File: src/rtl/jtframe_prog_pkg.sv
// Shared types and constants for the ROM download packer.
// FSM states, bank indices and active-low byte-lane masks.
package jtframe_prog_pkg;

    typedef enum logic [1:0] {
        IDLE  = 2'd0,
        POP   = 2'd1,
        WRITE = 2'd2
    } state_t;

    localparam logic [1:0] BANK0 = 2'd0;
    localparam logic [1:0] BANK1 = 2'd1;
    localparam logic [1:0] BANK2 = 2'd2;
    localparam logic [1:0] BANK3 = 2'd3;

    localparam logic [1:0] MASK_LO   = 2'b10;
    localparam logic [1:0] MASK_HI   = 2'b01;
    localparam logic [1:0] MASK_NONE = 2'b11;

    localparam int AW = 27;
    localparam int EW = AW + 8;

endpackage

File: src/rtl/jtframe_prog_fifo.sv
// Synchronous FIFO with fill level; async active-low reset empties it.
// Storage is not reset, only the pointers and the level.
module jtframe_prog_fifo #(
    parameter int FW = 4,
    parameter int DW = 35
) (
    input  logic          clk,
    input  logic          rst_n,
    input  logic          push,
    input  logic [DW-1:0] din,
    input  logic          pop,
    output logic [DW-1:0] dout,
    output logic          full,
    output logic          empty,
    output logic [FW:0]   level
);

    localparam logic [FW:0] DEPTH = (FW+1)'(2**FW);

    logic [DW-1:0] mem [2**FW];
    logic [FW-1:0] wr_ptr;
    logic [FW-1:0] rd_ptr;
    logic          do_push;
    logic          do_pop;

    assign full    = level == DEPTH;
    assign empty   = level == '0;
    assign do_push = push & ~full;
    assign do_pop  = pop & ~empty;
    assign dout    = mem[rd_ptr];

    always_ff @(posedge clk) begin
        if (do_push) mem[wr_ptr] <= din;
    end

    always_ff @(posedge clk or negedge rst_n) begin
        if (!rst_n) begin
            wr_ptr <= '0;
            rd_ptr <= '0;
            level  <= '0;
        end else begin
            if (do_push) wr_ptr <= wr_ptr + 1'b1;
            if (do_pop)  rd_ptr <= rd_ptr + 1'b1;
            if (do_push && !do_pop)      level <= level + 1'b1;
            else if (!do_push && do_pop) level <= level - 1'b1;
        end
    end

endmodule

File: src/rtl/jtframe_prog_packer.sv
// Buffers download bytes and turns them into SDRAM bank/word writes.
// JTFRAME_PROG_SWAP_EN swaps the byte lanes for big-endian ROM sets.
module jtframe_prog_packer
    import jtframe_prog_pkg::*;
#(
    parameter int          FW        = 4,
    parameter logic [26:0] BA1_START = 27'h10_0000,
    parameter logic [26:0] BA2_START = 27'h20_0000,
    parameter logic [26:0] BA3_START = 27'h30_0000,
    parameter logic [26:0] ROM_END   = 27'h40_0000
) (
    input  logic        clk,
    input  logic        rst_n,
    input  logic        downloading,
    input  logic        ioctl_rom_wr,
    input  logic [26:0] ioctl_addr,
    input  logic [7:0]  ioctl_dout,
    output logic        ioctl_rdy,
    output logic        prog_we,
    input  logic        prog_rdy,
    output logic [1:0]  prog_ba,
    output logic [21:0] prog_addr,
    output logic [15:0] prog_data,
    output logic [1:0]  prog_mask,
    output logic        dwnld_busy,
    output logic        overflow
);

    localparam logic [FW:0] RDY_LVL = (FW+1)'(2**FW - 2);

    state_t          state;
    state_t          next;
    logic            pop;
    logic            full;
    logic            empty;
    logic [FW:0]     level;
    logic [EW-1:0]   ent;
    logic [26:0]     ent_addr;
    logic [7:0]      ent_byte;
    logic [1:0]      ent_bank;
    logic [26:0]     ent_start;
    logic [22:0]     ent_off;
    logic [1:0]      ent_mask;
    logic            ent_drop;
    logic            dl_q;
    logic            dl_rise;

    jtframe_prog_fifo #(.FW(FW), .DW(EW)) u_fifo (
        .clk   (clk),
        .rst_n (rst_n),
        .push  (ioctl_rom_wr),
        .din   ({ioctl_addr, ioctl_dout}),
        .pop   (pop),
        .dout  (ent),
        .full  (full),
        .empty (empty),
        .level (level)
    );

    assign ioctl_rdy = level < RDY_LVL;
    assign prog_we   = state == WRITE;
    assign dl_rise   = downloading & ~dl_q;
    assign ent_addr  = ent[EW-1:8];
    assign ent_byte  = ent[7:0];
    assign ent_drop  = ent_addr >= ROM_END;

    always_comb begin
        ent_bank  = BANK0;
        ent_start = '0;
        if (ent_addr >= BA3_START) begin
            ent_bank  = BANK3;
            ent_start = BA3_START;
        end else if (ent_addr >= BA2_START) begin
            ent_bank  = BANK2;
            ent_start = BA2_START;
        end else if (ent_addr >= BA1_START) begin
            ent_bank  = BANK1;
            ent_start = BA1_START;
        end
        ent_off = 23'(ent_addr - ent_start);
`ifdef JTFRAME_PROG_SWAP_EN
        ent_mask = ent_addr[0] ? MASK_LO : MASK_HI;
`else
        ent_mask = ent_addr[0] ? MASK_HI : MASK_LO;
`endif
    end

    always_comb begin
        next = state;
        pop  = 1'b0;
        unique case (state)
            IDLE:    if (!empty) next = POP;
            POP: begin
                pop  = 1'b1;
                next = ent_drop ? IDLE : WRITE;
            end
            WRITE:   if (prog_rdy) next = IDLE;
            default: next = IDLE;
        endcase
    end

    always_ff @(posedge clk or negedge rst_n) begin
        if (!rst_n) state <= IDLE;
        else        state <= next;
    end

    always_ff @(posedge clk or negedge rst_n) begin
        if (!rst_n) begin
            prog_ba   <= '0;
            prog_addr <= '0;
            prog_data <= '0;
            prog_mask <= MASK_NONE;
        end else if (state == POP && !ent_drop) begin
            prog_ba   <= ent_bank;
            prog_addr <= 22'(ent_off >> 1);
            prog_data <= {2{ent_byte}};
            prog_mask <= ent_mask;
        end
    end

    // A fresh download edge wins over the end-of-drain clear.
    always_ff @(posedge clk or negedge rst_n) begin
        if (!rst_n) begin
            dl_q       <= 1'b0;
            dwnld_busy <= 1'b0;
            overflow   <= 1'b0;
        end else begin
            dl_q <= downloading;
            if (dl_rise)
                dwnld_busy <= 1'b1;
            else if (!downloading && empty && state == IDLE)
                dwnld_busy <= 1'b0;
            if (ioctl_rom_wr && full) overflow <= 1'b1;
            else if (dl_rise)         overflow <= 1'b0;
        end
    end

endmodule

File: config.mk
export PLATFORM = sky130hd
export DESIGN_NAME = jtframe_prog_packer
export DESIGN_NICKNAME = d
export VERILOG_FILES = /design/src/rtl/jtframe_prog_pkg.sv /design/src/rtl/jtframe_prog_fifo.sv /design/src/rtl/jtframe_prog_packer.sv
export SDC_FILE = /design/constraint.sdc
export NUM_CORES = 1
export LEC_CHECK = 0
export ABC_AREA = 1
export BUFFER_PORTS_ARGS = -buffer_cell sky130_fd_sc_hd__clkbuf_2
export CORE_MARGIN = 2
export CORE_UTILIZATION = 50
export CTS_BUF_LIST = sky130_fd_sc_hd__clkbuf_2
export CTS_CLUSTER_DIAMETER = 50
export CTS_CLUSTER_SIZE = 8
export DETAILED_ROUTE_END_ITERATION = 12
export PLACE_DENSITY = 0.67
export SYNTH_ARGS = -nofsm -noshare
export SYNTH_HDL_FRONTEND = slang
export SYNTH_SLANG_ARGS = --single-unit
File: constraint.sdc
create_clock -name clk -period 3.4 [get_ports clk]
set_input_delay 0.68 -clock clk [delete_from_list [all_inputs] [get_ports clk]]
set_output_delay 0.68 -clock clk [all_outputs]
set_load 0.02 [all_outputs]
Word level (Yosys, flattened, before mapping)

Memories as Yosys holds them, arrays and structs flattened.
Cells that the tools add are included.

Bitwise gates (word level): 6
Magnitude comparators: 5
$add $sub $neg: 5
Equality and inequality tests: 5
Reduce and logical (&&, ||, !) cells: 16
Muxes and demuxes: 20

Operators by type and width:

| operator               | count |
|---|---|
| $ge A27 B22 Y1 const B | 2 |
| $ge A27 B21 Y1 const B | 1 |
| $ge A27 B23 Y1 const B | 1 |
| $mux W23               | 1 |
| $sub A23 B23 Y23       | 1 |
| $mux W22               | 1 |
| $mux W21               | 1 |
| $mux W2                | 6 |
| $mux W5                | 2 |
| $add A4 B1 Y4 const B  | 2 |
| $mux W1                | 8 |
| $logic_and A1 B1 Y1    | 6 |
| $pmux W2 S3            | 1 |
| $reduce_bool A2 Y1     | 3 |
| $add A5 B1 Y5 const B  | 1 |
| $eq A5 B5 Y1 const B   | 1 |
| $logic_not A5 Y1       | 1 |
| $lt A5 B4 Y1 const B   | 1 |
| $sub A5 B1 Y5 const B  | 1 |
| $logic_not A1 Y1       | 4 |
| $and A1 B1 Y1          | 3 |
| $not A1 Y1             | 3 |
| $eq A2 B1 Y1 const B   | 1 |
| $eq A2 B2 Y1 const B   | 1 |
| other kinds (4)        | 4 |

Bits in registers: 60
RAM bits: 560
Memories: 1

Memories:

| name       | depth | width | rd ports | clocked after memory_dff | wr ports | line                    | text |
|---|---|---|---|---|---|---|---|
| u_fifo.mem | 16    | 35    | 1        | 0                        | 1        | jtframe_prog_fifo.sv:20 | `logic [DW-1:0] mem [2**FW];` |

Depth between registers and ports, before layout

Gate-level depths: netlist of run 1.

Word-level depth: 7
Mapped depth: 16
Gate-level depth less buffers: 13

Modules after synthesis

Synthesis of run 1 repeated with hierarchy kept, for this count alone.

Cell total of the unflattened synthesis: 2488
Area, all modules: 25929.9 um^2

By module, submodules not included:

| module              | cells an instance | area each (um^2) | sequential area each (um^2) | times used |
|---|---|---|---|---|
| jtframe_prog_fifo   | 2297              | 24171.9          | 17141.4                     | 1 |
| jtframe_prog_packer | 191               | 1757.9           | 978.4                       | 1 |

Worst setup path after synthesis of run 1

No wires, ideal clock.

Kind: input -> register
Start: input port ioctl_rom_wr
End: memory u_fifo.mem[0][0] (enable)
Stages: 4
Setup slack: 473 ps
Setup time: 427 ps
Path buffers: 0
Arrival time: 2500 ps
Data required time: 2973 ps
Cells stage by stage: nand2_1 > inv_1 > nand2_1 > nor2_1

Word-level cells in the longest chain between the ends: 3

RTL lines:

| element                       | line                      | text |
|---|---|---|
| start, declared               | jtframe_prog_packer.sv:15 | `input logic ioctl_rom_wr,` |
| $and A1 B1 Y1                 | jtframe_prog_fifo.sv:28   | `assign do_push = push & ~full;` |
| via u_fifo.do_push            | jtframe_prog_fifo.sv:23   | `logic do_push;` |
| $mux W1                       | jtframe_prog_fifo.sv:33   | `if (do_push) mem[wr_ptr] <= din;` |
| $mux W1 (implied by the code) | jtframe_prog_fifo.sv:33   |  |
| end, declared                 | jtframe_prog_fifo.sv:20   |  |

The timed path passes the listed nets, and every way through them passes these cells.

Worst setup path after layout of run 1

Start: register u_fifo.level[1]
End: register u_fifo.level[4]

Word-level cells in the longest chain between the ends: 6
Elaborated cells between the ends (all ways): 15

RTL lines:

| element                                                               | line                    | text |
|---|---|---|
| start, declared                                                       | jtframe_prog_fifo.sv:15 | `output logic [FW:0] level` |
| start signal, assigned                                                | jtframe_prog_fifo.sv:44 | `if (do_push && !do_pop) level <= level + 1'b1;` |
| start signal, assigned                                                | jtframe_prog_fifo.sv:45 | `else if (!do_push && do_pop) level <= level - 1'b1;` |
| parallel branches: the longest is 6 deep, another holds $sub A5 B1 Y5 | -                       |  |

Several ways; the timed one is not identified. The select of a mux whose other input is x is not followed.
A chain may end at the register's enable or synchronous reset.

==> results.cfg, run 1 <==
[clock_tree]
cts-htree-levels = 3
cts_resized = 0
cts_buffers = 86
clkTransAtPathRegs_ps = 160
cts_max_path_buffers = 3
cts_tree = yes
clock-sinks = 612
cts-root-buf = clkbuf_2
insertion_delay_ps = 1110

[critical_path]
rr_worst_depth = 11
regToRegEndpoint = u_fifo.level[4]
crit_arrival_ps = 3920
crit_path_end_kind = flop
worstSetupStartpointType = flop
r2r_start = u_fifo.level[1]
worst-setup-path-type = reg -> reg
crit_required_ps = 4450
r2r_setup_slack_ps = 520
path_max_fanout = 5

[detailed_routing]
viasPerCell = 5.921
post_drt_wl_per_cell_um = 23.07
finalWirelength_um = 60130
drtIter0Drc = 1785
first_pass_iters = 6
drc = 0
antenna_left = 0
vias = 15430

[hold_path]
hold_path_end = dl_q
hold-path-cell-count = 2
hp-start = downloading
hold_path.class = in -> reg

[timing]
worst_pin_slew_ps = 1005
slew_viol_final = 0
fmax_ghz = 0.3476
tns_ps = 0
finClkSkew_ps = 113.4
relSlewSlack = 0.3301
hold_viol_final = 0
setup_violations = 0
min_period_ps = 2877
fin_crit_sh = 0.8462
rsz0062_at_grt = false

[final_layout]
final_core_util = 0.5546
fillers = 3884
drive_gt1_frac = 0.1463
nets = 2001
stdcell_area_sq_um = 26420
synthToLayoutAreaGrowth_pct = 9.482

[yosys]
avgSynthCellArea_sq_um = 13.30
netlist_area_sq_um = 24140
seq_area_frac_synth = 0.7508
synth_nets = 1867
synthArstFlopShare = 0.08497
synthTopCellsByArea = edfxtp_1 (70%), o21ai_0 (5.4%), dfrtp_1 (5.2%)
yosysTopAreaCell = edfxtp_1
synth.top_cell.area_share = 0.6967
ys.flop_type = edfxtp_1
synthDistinctLibCells = 36
synth_most_common_cell = edfxtp_1
synth_common_cells = edfxtp_1 (560), nor2_1 (323), o21ai_0 (261)
synth-seq-cells = 612
synth_edf_count = 560
ys_warn_count = 0
synth_cells = 1815

[run_status]
status = finished, final reports clean

[power]
power_mw = 21.19
switchingPower_mw = 8.645
power.internal_mw = 12.54
ir_worst_vdd_v = 0.0006627
p_leak_nw = 9.186
p_clk_frac = 0.165
comb_power_share = 0.380
p_seq_frac = 0.455
pwr_density_cell_nw_per_um2 = 801.9
p_sw_frac = 0.4080

[run]
drv_cap = 0

[floorplanning]
die-height_um = 223.7
coreArea_sq_um = 47650
start_util = 0.5066
die_area_sq_um = 50040
die_w_um = 223.7
io_pins = 86
rows = 80

[placed_design]
placed_area_sq_um = 25340
portBuffers = 85
hpwl_um = 31830
place_congestion = 0.7885

[global_routing]
grt_pass1_vias = 14750
grt-ovfl-total = 0
grt_max_degree = 106
antenna_found_initial = 5
grt_pass1_wl_um = 89780
grt_usage = 0.2401
worst max path at each step:
| stage | slack, ps | cells after the start | end | start |
|---|---|---|---|---|
| floorplan | 470 | 4 | u_fifo.mem[0][0] | ioctl_rom_wr |
| global placement | 630 | 12 | u_fifo.level[4] | u_fifo.level[1] |
| detailed placement | 510 | 11 | u_fifo.level[4] | u_fifo.level[1] |
| CTS | 530 | 11 | u_fifo.level[4] | u_fifo.level[1] |
| global route | 240 | 11 | u_fifo.level[4] | u_fifo.level[1] |
| finish | 520 | 11 | u_fifo.level[4] | u_fifo.level[1] |
cell type report:
class | count | area (sq um) | share of cell area
diodes | 2 | 5.005 | 0.0001894
clock buffers | 121 | 605.6 | 0.02292
clock inverters | 7 | 86.33 | 0.003267
inverters | 42 | 163.9 | 0.006203
multi-input cells | 1035 | 5300 | 0.2006
flip-flops and latches | 612 | 18130 | 0.6861
well taps | 615 | 769.5 | 0.02912
repair buffers | 172 | 1364 | 0.05161
per-stage QoR:
stage               cells  hold WS (ps)  worst slack (ps)
floorplan            1815         384.4             473.3
finish               2606         236.6             523.0
global placement     2437         454.3             628.0
global route         2605         213.0             239.6
CTS                  2604         113.6             526.8
detailed placement   2437         460.2             510.5
critical path, cell delays in order, from the launching register on:
cell     delay, ps
dfrtp_1        470
nor4_1         510
nand2_1        200
nand2_1        220
ha_1           220
inv_1          110
fa_1           410
a21o_1         170
a21oi_1        170
nor2_1          60
nor2_1         160
xor2_1         170
sequential cells by signal, summed over array words and instances (netlist names):
signal         count
overflow           1
u_fifo.level       5
prog_data          8
dwnld_busy         1
dl_q               1
prog_mask          2
u_fifo.wr_ptr      4
u_fifo.mem       560
u_fifo.rd_ptr      4
prog_addr         22
state              2
prog_ba            2
cells by family after synthesis:
| kind of cell | synth area share |
|---|---|
| compound gates | 0.1020 |
| xor+xnor | 0.002903 |
| fa+ha+maj | 0.006843 |
| buf+inv | 0.03463 |
| flops | 0.7508 |
| simple gates | 0.1029 |
cells in the final DEF, fill, tap and decap left out, types with 2 or more instances in the layout:
cell and n:
edfxtp_1 560, nor2_1 307, o21ai_0 261, clkbuf_2 206, nand2_1 154, nand3_1 115
o221ai_1 69, o211ai_1 51, dfrtp_1 46, dlygate4sd3_1 39, inv_1 38, buf_4 33
nor2_4 17, buf_12 15, o21ai_1 10, ha_1 10, o22ai_1 9, xor2_1 7
nand3b_1 5, a21oi_1 4, nand4_1 3, inv_2 3, diode_2 2, a21o_1 2
clkinv_1 2, fa_1 2, bufinv_16 2, clkinvlp_4 2, dfstp_2 2, dfrtp_4 2
dfrtp_2 2
metal layers:
metal  GRT usage  routed length [um]
met3     0.04263                4922
met1      0.3400               25250
met2      0.3805               28630
met5           0                  38
met4     0.08000                1283
power groups by stage:
stage               logic, mW  registers (mW)  clock network (mW)
floorplan                5.24            9.86                   0
global placement         7.79            9.78                   0
detailed placement       7.98            9.81                   0
CTS                      8.03            9.64                3.58
global route             8.82            9.72                3.88
finish                   8.06            9.64                3.49
repair_timing:
item,in CTS,in global routing
endpoints found under the hold margin,591,0
hold buffers,39,0
buffers inserted,0,0
Power figures use the tool's default switching activity.
==> run 2: changes to the inputs <==
==> constraint.sdc (replaced) <==
create_clock -name clk -period 2.74 [get_ports clk]
set_input_delay 0.548 -clock clk [delete_from_list [all_inputs] [get_ports clk]]
set_output_delay 0.548 -clock clk [all_outputs]
set_load 0.02 [all_outputs]
==> run 2 against run 1 <==
Compared with the run above:
- setup slack lost 360 ps
- largest power group unchanged
- highest routed layer unchanged
- critical path depth shrank 6
- critical path type is now reg -> out
- clock skew shrank 34 ps
- power grew 26%
- critical endpoint is now ioctl_rdy
- cell area grew 1.4%
- worst hold slack lost 62 ps
==> results.cfg, run 2 (synthesized netlist as in run 1, its figures left out) <==
[run_status]
status = finished, final reports clean

[critical_path]
rr_worst_depth = 13
worstSetupStartpointType = flop
r2r_start = u_fifo.rd_ptr[0]
worst-setup-path-type = reg -> out
crit_path_end_kind = output port
cp_num_buf_inv = 3
regToRegEndpoint = prog_addr[20]
crit_required_ps = 2190
path_cells = buf_4, nand3_1, nand2_1, inv_1, clkbuf_2
path_max_fanout = 4
r2r_setup_slack_ps = 190
crit_slowest_cell = dfrtp_1
crit_arrival_ps = 2030
cp_top_family = flip-flops
max_stage_delay_ps = 440

[final_layout]
drive_gt1_frac = 0.1617
fillers = 3877
regMostFlops = u_fifo.mem
final_cell_mix = edfxtp_1 (560), nor2_1 (307), o21ai_0 (261)
layout_top_registers = u_fifo.mem: 560 flops, prog_addr: 22 flops, prog_data: 8 flops
synthToLayoutAreaGrowth_pct = 11.00
nets = 2012
largest_register_ffs = 560
final_common_cell = edfxtp_1
stdcell_area_sq_um = 26790

[timing]
relSlewSlack = 0.4727
finClkSkew_ps = 79.59
worst_pin_slew_ps = 791.0
min_period_ps = 2578
fin_crit_sh = 0.9410
rsz0062_at_grt = true
setup_ws_ps = 161.7
slew_viol_final = 0
hold_viol_final = 0
fmax_ghz = 0.3879
setup_violations = 0

[detailed_routing]
drc = 0
post_drt_wl_per_cell_um = 23.02
drtIter0Drc = 1775
first_pass_iters = 5
vias = 15450
antenna_left = 0
finalWirelength_um = 60760
viasPerCell = 5.855

[placed_design]
dp_slack_ps = 29.81
portBuffers = 85
place_congestion = 0.8032
placed_area_sq_um = 25530
hpwl_um = 31440

[power]
ir_worst_vdd_v = 0.0004933
p_leak_nw = 9.386
pwr_density_cell_nw_per_um2 = 997.6

[run]
drv_cap = 0

[global_routing]
grt_pass1_vias = 14790
grt_pass1_wl_um = 89900
antenna_found_initial = 3
grt_usage = 0.2417
grt-ovfl-total = 0
grt_max_degree = 116

[floorplanning]
start_util = 0.5066
die_w_um = 223.7
io_pins = 86
coreArea_sq_um = 47650
rows = 80
die_area_sq_um = 50040
die-height_um = 223.7

[clock_tree]
cts_max_path_buffers = 3
cts-htree-levels = 3
cts_tree = yes
cts_buffers = 86
insertion_delay_ps = 1090
clock-sinks = 612
clkTransAtPathRegs_ps = 150
cts-root-buf = clkbuf_2

[hold_path]
hold-path-cell-count = 3
hold_path_end = state[1]
hold_path.class = in -> reg
hp-start = prog_rdy
-- run 2: cell types whose count changed in the layout (fill, tap and decap cells not counted), sizes merged --
| cell | previous run | this run |
|---|---|---|
| buf | 48 | 57 |
| bufinv | 2 | 1 |
| clkbuf | 206 | 231 |
| clkinv | 3 | 1 |
| clkinvlp | 2 | 0 |
| dlygate4sd3 | 39 | 41 |
| inv | 42 | 44 |
-- run 2: worst max path at each step --
stage / from / slack, ps / endpoint / cells after the start
2_1_floorplan: u_fifo.level[1] / -60 / u_fifo.mem[0][0] / 6
5_1_grt: u_fifo.rd_ptr[0] / -10 / prog_addr[20] / 13
3_5_place_dp: u_fifo.level[3] / 30 / u_fifo.level[4] / 12
3_3_place_gp: u_fifo.rd_ptr[1] / 80 / prog_addr[20] / 13
6_report: u_fifo.level[1] / 160 / ioctl_rdy / 5
4_1_cts: u_fifo.level[1] / 4 / u_fifo.level[4] / 11
-- run 2: worst min-delay path, stage by stage --
cell and delay [ps]:
dlygate4sd3_1 520, clkbuf_2 100, o31ai_1 50
-- run 2: what timing repair did --
action,in CTS,in global routing
hold buffers,41,0
hold endpoints to repair,620,0
resized for setup,0,8
buffers inserted,0,2
endpoints found under the setup margin,0,36
-- run 2: stage by stage --
step	util	hold slack, ps	power, mW	cells	setup TNS [ps]
after floorplan	-	252.4	18.74	1815	-30080
after global placement	0.5359	441.4	21.96	2443	0
after detailed placement	0.5359	438.0	22.21	2443	0
after CTS	0.5607	54.20	26.67	2634	0
after global routing	0.5623	121.7	28.28	2639	-12.41
final	0.5623	174.5	26.73	2639	0
-- run 2: layout make-up --
| cell class | instances | area, sq um | share of cell area |
|---|---|---|---|
| antenna | 2 | 5.005 | 0.0001868 |
| clock buffer | 146 | 730.7 | 0.02727 |
| clock inverter | 4 | 41.29 | 0.001541 |
| inverter | 42 | 167.7 | 0.006258 |
| multi-input combinational | 1035 | 5320 | 0.1986 |
| sequential | 612 | 18130 | 0.6767 |
| tap | 615 | 769.5 | 0.02872 |
| timing repair buffer | 183 | 1627 | 0.06071 |
-- run 2: metal layers --
layer / routed length [um] / global-route usage
met2: 29110 / 0.3838
met1: 24920 / 0.3347
met4: 1675 / 0.09570
met5: 13 / 0
met3: 5038 / 0.04342
-- run 2: power breakdown --
group | switching (mW) | internal, mW | leakage (nW)
sequential | 0.546 | 11.4 | 5.70
combinational | 7.12 | 3.15 | 3.06
clock | 3.05 | 1.45 | 0.633
==> run 3: changes to the inputs <==
--- a/config.mk
+++ b/config.mk
@@ -13,7 +13,7 @@
 export CTS_CLUSTER_DIAMETER = 50
 export CTS_CLUSTER_SIZE = 8
 export DETAILED_ROUTE_END_ITERATION = 12
-export PLACE_DENSITY = 0.67
+export PLACE_DENSITY_LB_ADDON = 0.3
 export SYNTH_ARGS = -nofsm -noshare
 export SYNTH_HDL_FRONTEND = slang
 export SYNTH_SLANG_ARGS = --single-unit
==> run 3 against run 2 <==
Compared with the run above:
- worst hold slack better by 8.7 ps
- clock skew down 3.8 ps
- global-route usage down 0.32 points
- clock power rose by 2%
- die area stayed put
- sequential power about the same
- register-to-register slack barely moved
- count of clock-buffer cells in the layout decreased by 1
==> results.cfg, run 3 (synthesized netlist as in run 1, its figures left out) <==
[run_status]
status = finished, final reports clean

[clock_tree]
cts_buffers = 87
clkTransAtPathRegs_ps = 150
clock-sinks = 612
cts_max_path_buffers = 3
insertion_delay_ps = 1070
cts-htree-levels = 3
cts_tree = yes
cts-root-buf = clkbuf_2

[critical_path]
crit_top_cell = nand3_1
path_max_fanout = 22
worstSetupStartpointType = flop
crit_required_ps = 3670
path_cells = buf_4, nor2_1, nand2_1, nand3_1, nand3_1, nand3_1, nand2_1, nor2_8, nand3_1, ha_1, fa_1, nand3b_1, nand2_1
cp_num_buf_inv = 1
worst-setup-path-type = reg -> reg
crit_slowest_cell = dfrtp_4
crit_arrival_ps = 3490
max_stage_delay_ps = 530
crit_path_end_kind = flop
cp_top_family = simple AND/OR/NAND/NOR gates

[detailed_routing]
viasPerCell = 5.829
drtIter0Drc = 1716
post_drt_wl_per_cell_um = 22.25
first_pass_iters = 5
vias = 15420
antenna_left = 0
finalWirelength_um = 58880
drc = 0

[global_routing]
top_usage_layer = met2
grt-ovfl-total = 0
grt_pass1_vias = 15040
grt_usage = 0.2384
met1_usage = 0.3346
antenna_found_initial = 3
grtUsageMet2 = 0.3792
use_met3 = 0.04184
grt_pass1_wl_um = 89600
grt_max_degree = 151

[final_layout]
nets = 2020
regMostFlops = u_fifo.mem
largest_register_ffs = 560
layout_top_registers = u_fifo.mem: 560 flops, prog_addr: 22 flops, prog_data: 8 flops
final_cell_mix = edfxtp_1 (560), nor2_1 (307), o21ai_0 (261)
stdcell_area_sq_um = 26740
final_common_cell = edfxtp_1
synthToLayoutAreaGrowth_pct = 10.79
drive_gt1_frac = 0.1640

[timing]
rsz0062_at_grt = false
fmax_ghz = 0.3903
worst_pin_slew_ps = 1125
min_period_ps = 2562
relSlewSlack = 0.2480
slew_viol_final = 0
hold_viol_final = 0
fin_crit_sh = 0.9350
setup_violations = 0
whs_ps = 183.2
finClkSkew_ps = 75.77
tns_ps = 0

[floorplanning]
die-height_um = 223.7
die_area_sq_um = 50040
coreArea_sq_um = 47650
die_w_um = 223.7
io_pins = 86
rows = 80
start_util = 0.5066

[placed_design]
placed_area_sq_um = 25450
portBuffers = 85
place_congestion = 0.7931
hpwl_um = 31280

[power]
pwr_density_cell_nw_per_um2 = 999.3
p_leak_nw = 9.398
power_mw = 26.72
ir_worst_vdd_v = 0.001108

[run]
drv_cap = 0

[hold_path]
hold_path.class = in -> reg
run 3: through the flow:
| step | util | worst slack [ps] | cells |
|---|---|---|---|
| finish | 0.5612 | 178.2 | 2646 |
| global route | 0.5612 | 13.19 | 2646 |
| CTS | 0.5598 | 72.14 | 2643 |
| detailed placement | 0.5342 | 83.01 | 2451 |
| global placement | 0.5342 | 143.7 | 2451 |
| floorplan | - | -61.55 | 1815 |
run 3: final cells by class:
cell class | instances | area, sq um
Tap cell | 615 | 769.5
Fill cell | 3894 | 20910
Antenna cell | 1 | 2.502
Multi-Input combinational cell | 1035 | 5315
Clock inverter | 6 | 80.08
Inverter | 42 | 167.7
Timing Repair Buffer | 190 | 1549
Clock buffer | 145 | 725.7
Sequential cell | 612 | 18130
run 3: final timing paths:
kind	from	end	slack, ps	cells after the start
hold / removal	downloading	dl_q	180	2
hold reg to reg	prog_mask[0]	prog_mask[0]	490	2
setup / recovery	u_fifo.rd_ptr[1]	prog_addr[20]	180	13
min in group asynchronous	rst_n	u_fifo.rd_ptr[3]	510	3
setup reg to reg	u_fifo.rd_ptr[1]	prog_addr[20]	180	13
max in group asynchronous	rst_n	prog_addr[8]	800	4
run 3: timing repair:
action | CTS | global route
endpoints found under the setup margin | 0 | 2
buffers inserted | 0 | 1
hold buffers | 41 | 0
gates resized for setup | 0 | 8
endpoints found under the hold margin | 620 | 0
run 3: where the power goes:
group / internal [mW] / switching [mW]
Combinational: 3.07 / 7.19
Sequential: 11.4 / 0.463
Clock: 1.54 / 3.05
run 3: per-layer routing:
metal,vias to the layer above,share of wire
met3,108,0.074
met4,4,0.024
li1,7010,-
met2,621,0.47
met1,7680,0.43
met5,-,0.00046
